<file path="config.mk">
export PLATFORM = sky130hd
export DESIGN_NAME = lsu_arbiter
export DESIGN_NICKNAME = d
export VERILOG_FILES = /design/src/rtl/lsu_pkg.sv /design/src/rtl/rr_grant2.sv /design/src/rtl/lsu_arbiter.sv
export SDC_FILE = /design/constraint.sdc
export NUM_CORES = 1
export LEC_CHECK = 0
export BUFFER_PORTS_ARGS = -buffer_cell sky130_fd_sc_hd__clkbuf_2
export CORE_MARGIN = 2
export CORE_UTILIZATION = 35
export DETAILED_ROUTE_END_ITERATION = 10
export GPL_TIMING_DRIVEN = 0
export PLACE_DENSITY_LB_ADDON = 0.15
export SYNTH_ARGS = -nofsm -noshare
export SYNTH_HDL_FRONTEND = slang
export SYNTH_HIERARCHICAL = 1
export SYNTH_SLANG_ARGS = --single-unit
</file>
<file path="constraint.sdc">
create_clock -name clk_i -period 2.4 [get_ports clk_i]
set_clock_uncertainty 0.15 [all_clocks]
set_input_delay 0.48 -clock clk_i [delete_from_list [all_inputs] [get_ports clk_i]]
set_output_delay 0.48 -clock clk_i [all_outputs]
set_load 0.01 [all_outputs]
</file>
<file path="src/rtl/lsu_pkg.sv">
// Shared LSU-port definitions: widths and the arbiter ownership encoding.
package lsu_pkg;

  localparam int unsigned AddrW = 12;
  localparam int unsigned DataW = 32;
  localparam int unsigned BeW   = 4;

  // Which master currently holds the LSU port across consecutive grants.
  typedef enum logic [1:0] {
    OwnerNone = 2'd0,
    OwnerM0   = 2'd1,
    OwnerM1   = 2'd2
  } owner_e;

endpackage

</file>
<file path="src/rtl/rr_grant2.sv">
// Combinational two-master grant decision with owner stickiness and a burst cap.
module rr_grant2
  import lsu_pkg::*;
(
  input  logic [1:0] req_i,
  input  logic [1:0] owner_i,
  input  logic       cap_i,   // owner has used up its burst allowance
  input  logic       last_i,  // 1 = master 1 was granted most recently
  output logic [1:0] gnt_o
);

  // Sole requester always wins; ties go to the owner until capped, else away from last.
  always_comb begin
    gnt_o = 2'b00;
    case (req_i)
      2'b01: gnt_o = 2'b01;
      2'b10: gnt_o = 2'b10;
      2'b11: begin
        if (owner_i == OwnerM0) begin
          gnt_o = cap_i ? 2'b10 : 2'b01;
        end else if (owner_i == OwnerM1) begin
          gnt_o = cap_i ? 2'b01 : 2'b10;
        end else begin
          gnt_o = last_i ? 2'b01 : 2'b10;
        end
      end
      default: gnt_o = 2'b00;
    endcase
  end

endmodule

</file>
<file path="src/rtl/lsu_arbiter.sv">
// Shares the LSU data port between the core (master 0) and a debug/DMA master (master 1).
module lsu_arbiter
  import lsu_pkg::*;
#(
  parameter int unsigned MAX_BURST = 4
) (
  input  logic        clk_i,
  input  logic        rst_ni,
  input  logic        m0_req_i,
  input  logic        m0_we_i,
  input  logic [11:0] m0_addr_i,
  input  logic [31:0] m0_wdata_i,
  input  logic [3:0]  m0_be_i,
  output logic        m0_gnt_o,
  output logic        m0_rvalid_o,
  output logic [31:0] m0_rdata_o,
  input  logic        m1_req_i,
  input  logic        m1_we_i,
  input  logic [11:0] m1_addr_i,
  input  logic [31:0] m1_wdata_i,
  input  logic [3:0]  m1_be_i,
  output logic        m1_gnt_o,
  output logic        m1_rvalid_o,
  output logic [31:0] m1_rdata_o,
  output logic        lsu_st_en_o,
  output logic [11:0] lsu_addr_o,
  output logic [31:0] lsu_st_data_o,
  output logic [3:0]  lsu_byte_en_o,
  input  logic [31:0] lsu_ld_data_i
);

  localparam int unsigned CntW = $clog2(MAX_BURST + 1);

  owner_e          owner_q, owner_d;
  logic [CntW-1:0] burst_q, burst_d;
  logic            last_q, last_d;
  logic [1:0]      gnt;
  logic            cap;
  logic            ld0, ld1;
  logic            rvalid0_q, rvalid1_q;
  logic [31:0]     rdata0_q, rdata1_q;

  assign cap = (burst_q == CntW'(MAX_BURST));

  rr_grant2 u_rr_grant2 (
    .req_i   ({m1_req_i, m0_req_i}),
    .owner_i (owner_q),
    .cap_i   (cap),
    .last_i  (last_q),
    .gnt_o   (gnt)
  );

  assign m0_gnt_o = gnt[0];
  assign m1_gnt_o = gnt[1];

  // Ownership and burst counting; any idle cycle releases ownership.
  always_comb begin
    owner_d = OwnerNone;
    burst_d = '0;
    last_d  = last_q;
    if (gnt != 2'b00) begin
      owner_d = gnt[1] ? OwnerM1 : OwnerM0;
      last_d  = gnt[1];
      if (owner_d == owner_q) begin
        burst_d = cap ? burst_q : burst_q + 1'b1;
      end else begin
        burst_d = CntW'(1);
      end
    end
  end

  // Arbitration state registers.
  always_ff @(posedge clk_i or negedge rst_ni) begin
    if (!rst_ni) begin
      owner_q <= OwnerNone;
      burst_q <= '0;
      last_q  <= 1'b1;
    end else begin
      owner_q <= owner_d;
      burst_q <= burst_d;
      last_q  <= last_d;
    end
  end

  // LSU drive from the granted master; all-zero when idle so no stray store.
  always_comb begin
    lsu_st_en_o   = 1'b0;
    lsu_addr_o    = '0;
    lsu_st_data_o = '0;
    lsu_byte_en_o = '0;
    if (gnt[0]) begin
      lsu_st_en_o   = m0_we_i;
      lsu_addr_o    = m0_addr_i;
      lsu_st_data_o = m0_wdata_i;
      lsu_byte_en_o = m0_be_i;
    end else if (gnt[1]) begin
      lsu_st_en_o   = m1_we_i;
      lsu_addr_o    = m1_addr_i;
      lsu_st_data_o = m1_wdata_i;
      lsu_byte_en_o = m1_be_i;
    end
  end

  assign ld0 = gnt[0] & ~m0_we_i;
  assign ld1 = gnt[1] & ~m1_we_i;

  // Load responses: one-cycle rvalid pulse, rdata held between loads.
  always_ff @(posedge clk_i or negedge rst_ni) begin
    if (!rst_ni) begin
      rvalid0_q <= 1'b0;
      rvalid1_q <= 1'b0;
      rdata0_q  <= '0;
      rdata1_q  <= '0;
    end else begin
      rvalid0_q <= ld0;
      rvalid1_q <= ld1;
      if (ld0) rdata0_q <= lsu_ld_data_i;
      if (ld1) rdata1_q <= lsu_ld_data_i;
    end
  end

  assign m0_rvalid_o = rvalid0_q;
  assign m0_rdata_o  = rdata0_q;
  assign m1_rvalid_o = rvalid1_q;
  assign m1_rdata_o  = rdata1_q;

endmodule

</file>
==> flow_metrics.py <==
metrics = {
    "outcome": {
        "status": "finished, violations left",
        "violations": "negative setup slack",
    },
    "drt": {
        "vias": 3133,
        "wl_per_cell_um": 16.5,
        "totalWireLength_um": 10900,
        "via_per_inst": 4.75,
        "drc": 0,
        "dr.pass1.iters": 4,
        "ant_nets": 0,
        "drt_iter0_drc": 128,
    },
    "power": {
        "combPwrFrac_pct": 35.6,
        "p_leak_nw": 2.94,
        "ir_drop_mv": 0.304,
        "clockPowerShare_pct": 24.2,
        "netSwitchingFraction_pct": 31.5,
        "p_sw_mw": 1.28,
        "total_power_mw": 4.07,
        "p_int_mw": 2.79,
        "seqPwrFrac_pct": 40.2,
        "power_density_mw_per_mm2": 757,
    },
    "cts": {
        "clkSlewWorstSetupHoldPaths_ps": 80,
        "cts_buffers": 9,
        "clockBufferDepth": 2,
        "cts.sink_count": 72,
        "cts_tree": "yes",
        "cts_root_buffer": "clkbuf_8",
        "clock_latency_ps": 340,
        "h-tree-depth": 3,
    },
    "timing": {
        "finalMaxSlewViolations": 0,
        "fmax_ghz": 0.322,
        "rsz0062_at_grt": "true",
        "setup_ws_ps": -704,
        "post-route-min-period_ps": 3100,
        "tightest_slew_ps": 403,
        "hold_violations": 0,
        "slew_headroom_pct": 73.1,
        "finalSetupViolCount": 66,
        "period_share_pct": 129,
    },
    "global_route": {
        "grt_pass1_wl_um": 16700,
        "grt_max_degree": 59,
        "grt_pass1_vias": 3183,
        "antenna_found_initial": 0,
        "grt_overflow": 0,
        "gr-usage-all-layers_pct": 20.1,
    },
    "setup_path": {
        "worst_setup_path_end_kind": "output port",
        "rrSetupSlack_ps": -20,
        "timing.rr.start": "burst_q[0]$_DFFE_PN0P_",
        "reg2reg_depth": 12,
        "cp_max_fo": 7,
        "critPathLaunch": "burst_q[0]$_DFFE_PN0P_",
        "worst_ep_arrival_time_ps": 2470,
        "crit_type": "reg -> out",
        "regToRegEndpoint": "m1_rdata_o[13]$_DFFE_PN0P_",
        "cp-start-kind": "flip-flop",
        "crit_path_end": "lsu_st_data_o[24]",
        "worstPathRequired_ps": 1770,
    },
    "die": {
        "die_y_um": 104,
        "core-area_sq_mm": 0.00968,
        "die_width_um": 104,
        "top_level_ports": 251,
        "rows": 36,
        "die_area_sq_mm": 0.0107,
        "start_util_pct": 35.8,
    },
    "logic_synthesis": {
        "seq_area_frac_synth_pct": 52.0,
        "synth_nets": 383,
        "synth_largest_area_cell": "dfrtp_1",
        "syn_inst": 247,
        "synth-edff-count": 0,
        "synth_cell_type_count": 30,
        "async_flop_share_pct": 100,
        "avgSynthCellArea_sq_um": 14.0,
        "ys.flop_type": "dfrtp_1",
        "synth-xor-area-share_pct": 0.253,
        "synth_commonest_cells": "dfrtp_1 (71), a22o_1 (47), mux2_1 (35)",
        "synth_simple_gate_area_share_pct": 3.61,
        "synth_compound_area_share_pct": 13.6,
        "ys_seq_elements": 72,
        "ys_warn_count": 6,
        "syn_area_sq_mm": 0.00347,
        "synthMuxAreaShare_pct": 24.2,
        "synthDominantCellAreaShare_pct": 51.2,
        "yosysMostFrequentCell": "dfrtp_1",
        "synth_top_family_by_area": "multiplexers",
        "yosys.area_share.adder_pct": 0.722,
        "synthTopCellsByArea": "dfrtp_1 (51%), mux2_4 (13%), a22o_1 (12%), mux2_1 (11%), buf_6 (3.6%)",
    },
    "worst_hold_path": {
        "hp-class": "in -> reg",
    },
    "placement": {
        "gp_congestion": 0.880,
        "pre_cts_slack_ps": -483,
        "post-dp-hpwl_um": 8480,
        "port_buffers": 250,
    },
    "finish": {
        "nets": 658,
        "num_antenna_cells": 0,
        "drive_gt1_share_pct": 65.5,
        "area.growth.synth_to_final_pct": 55.1,
        "regArea_sq_mm": 0.00180,
        "multi_input_area_sq_mm": 0.00152,
        "num-fill-cells": 880,
    },
    "job": {
        "cap_violations": 0,
    },
}
[cells in the final DEF, fill, tap and decap left out, drive strengths merged]
| cell type | n |
|---|---|
| clkbuf | 259 |
| dfrtp | 71 |
| mux2 | 64 |
| a22o | 47 |
| buf | 35 |
| nand2 | 7 |
| inv | 7 |
| nor2 | 4 |
| nor2b | 3 |
| nand2b | 3 |
| o21ai | 3 |
| nand3 | 2 |
| o31a | 2 |
| a21oi | 2 |
| clkinvlp | 2 |
| nor3 | 2 |
| ha | 2 |
| clkinv | 2 |
| nand3b | 1 |
| xnor2 | 1 |
| a21o | 1 |
| bufinv | 1 |
| dlygate4sd3 | 1 |
| dfstp | 1 |
| mux2i | 1 |
| and2 | 1 |
| and2b | 1 |
| o311a | 1 |
[worst min-delay path by stage]
stage / start / endpoint / cells past startpoint
2_1_floorplan: rst_ni / burst_q[0]$_DFFE_PN0P_ / 0
4_1_cts: lsu_ld_data_i[8] / m0_rdata_o[8]$_DFFE_PN0P_ / 2
3_3_place_gp: m1_rdata_o[20]$_DFFE_PN0P_ / m1_rdata_o[20]$_DFFE_PN0P_ / 1
3_5_place_dp: rst_ni / m0_rdata_o[26]$_DFFE_PN0P_ / 1
5_1_grt: lsu_ld_data_i[26] / m1_rdata_o[26]$_DFFE_PN0P_ / 2
6_report: lsu_ld_data_i[8] / m0_rdata_o[8]$_DFFE_PN0P_ / 2
[registers in the layout (all words and copies together), names as in the netlist]
signal / cells
m0_rdata_o: 32
m1_rdata_o: 32
burst_q: 3
owner_q: 2
last_q: 1
m0_rvalid_o: 1
m1_rvalid_o: 1
[critical path, stage by stage (launching register included)]
cell and delay (ps):
dfrtp_1 390, inv_1 60, ha_2 180, nand2_2 60, inv_2 60, mux2i_2 70
and2_1 150, o31a_1 300, buf_6 120, nor2b_4 120, buf_6 140, buf_6 130
a22o_1 200, buf_2 140
[cell type report]
| cell class | count | share of cell area [%] |
|---|---|---|
| Clock inverter | 6 | 1.26 |
| Timing Repair Buffer | 265 | 26.9 |
| Tap cell | 133 | 3.10 |
| Clock buffer | 10 | 2.56 |
| Sequential cell | 72 | 33.5 |
| Inverter | 6 | 0.419 |
| Multi-Input combinational cell | 148 | 28.3 |
| Buffer | 20 | 3.86 |
[power by group through the flow]
| stage | Clock (mW) | Sequential (mW) | Combinational [mW] |
|---|---|---|---|
| floorplan | 0 | 1.77 | 0.617 |
| global route | 1.09 | 1.67 | 1.56 |
| detailed placement | 0 | 1.66 | 1.36 |
| global placement | 0 | 1.64 | 1.35 |
| CTS | 1.02 | 1.63 | 1.42 |
| finish | 0.984 | 1.64 | 1.45 |
[per-stage QoR]
stage          hold slack (ps)  util [%]  instances  TNS (ps)  cell area, sq um
6_report                   211      55.5        660    -31480              5380
5_1_grt                    191      55.5        660    -40600              5380
4_1_cts                    193      54.3        656    -31490              5260
3_5_place_dp               238      50.9        631    -23250              4930
3_3_place_gp               317      50.6        630    -18290              4900
2_1_floorplan             34.4         -        247    -10050              3480
[metal layers]
metal  GRT usage [%]  share of wire, %  wire length [um]
met1            25.0                41              4480
met2            33.9                50              5410
met3            6.10               7.3               797
met4            5.60               1.7               181
met5               0                 0                 0
[cell families (layout without fill, tap and decap cells)]
family	Yosys count	count (layout)
buf+inv	27	307
flops	72	72
xor+xnor	1	1
simple gates	24	24
mux	65	65
fa+ha+maj	2	2
compound gates	56	56
[repair_timing]
action / CTS / global route
pin swaps: 14 / 3
endpoints found under the setup margin: 108 / 106
gates resized for setup: 13 / 22
endpoints found under the hold margin: 14 / 0
buffers inserted: 8 / 3
cloned: 1 / 1
hold buffers: 1 / 0
Power figures use the tool's default switching activity.
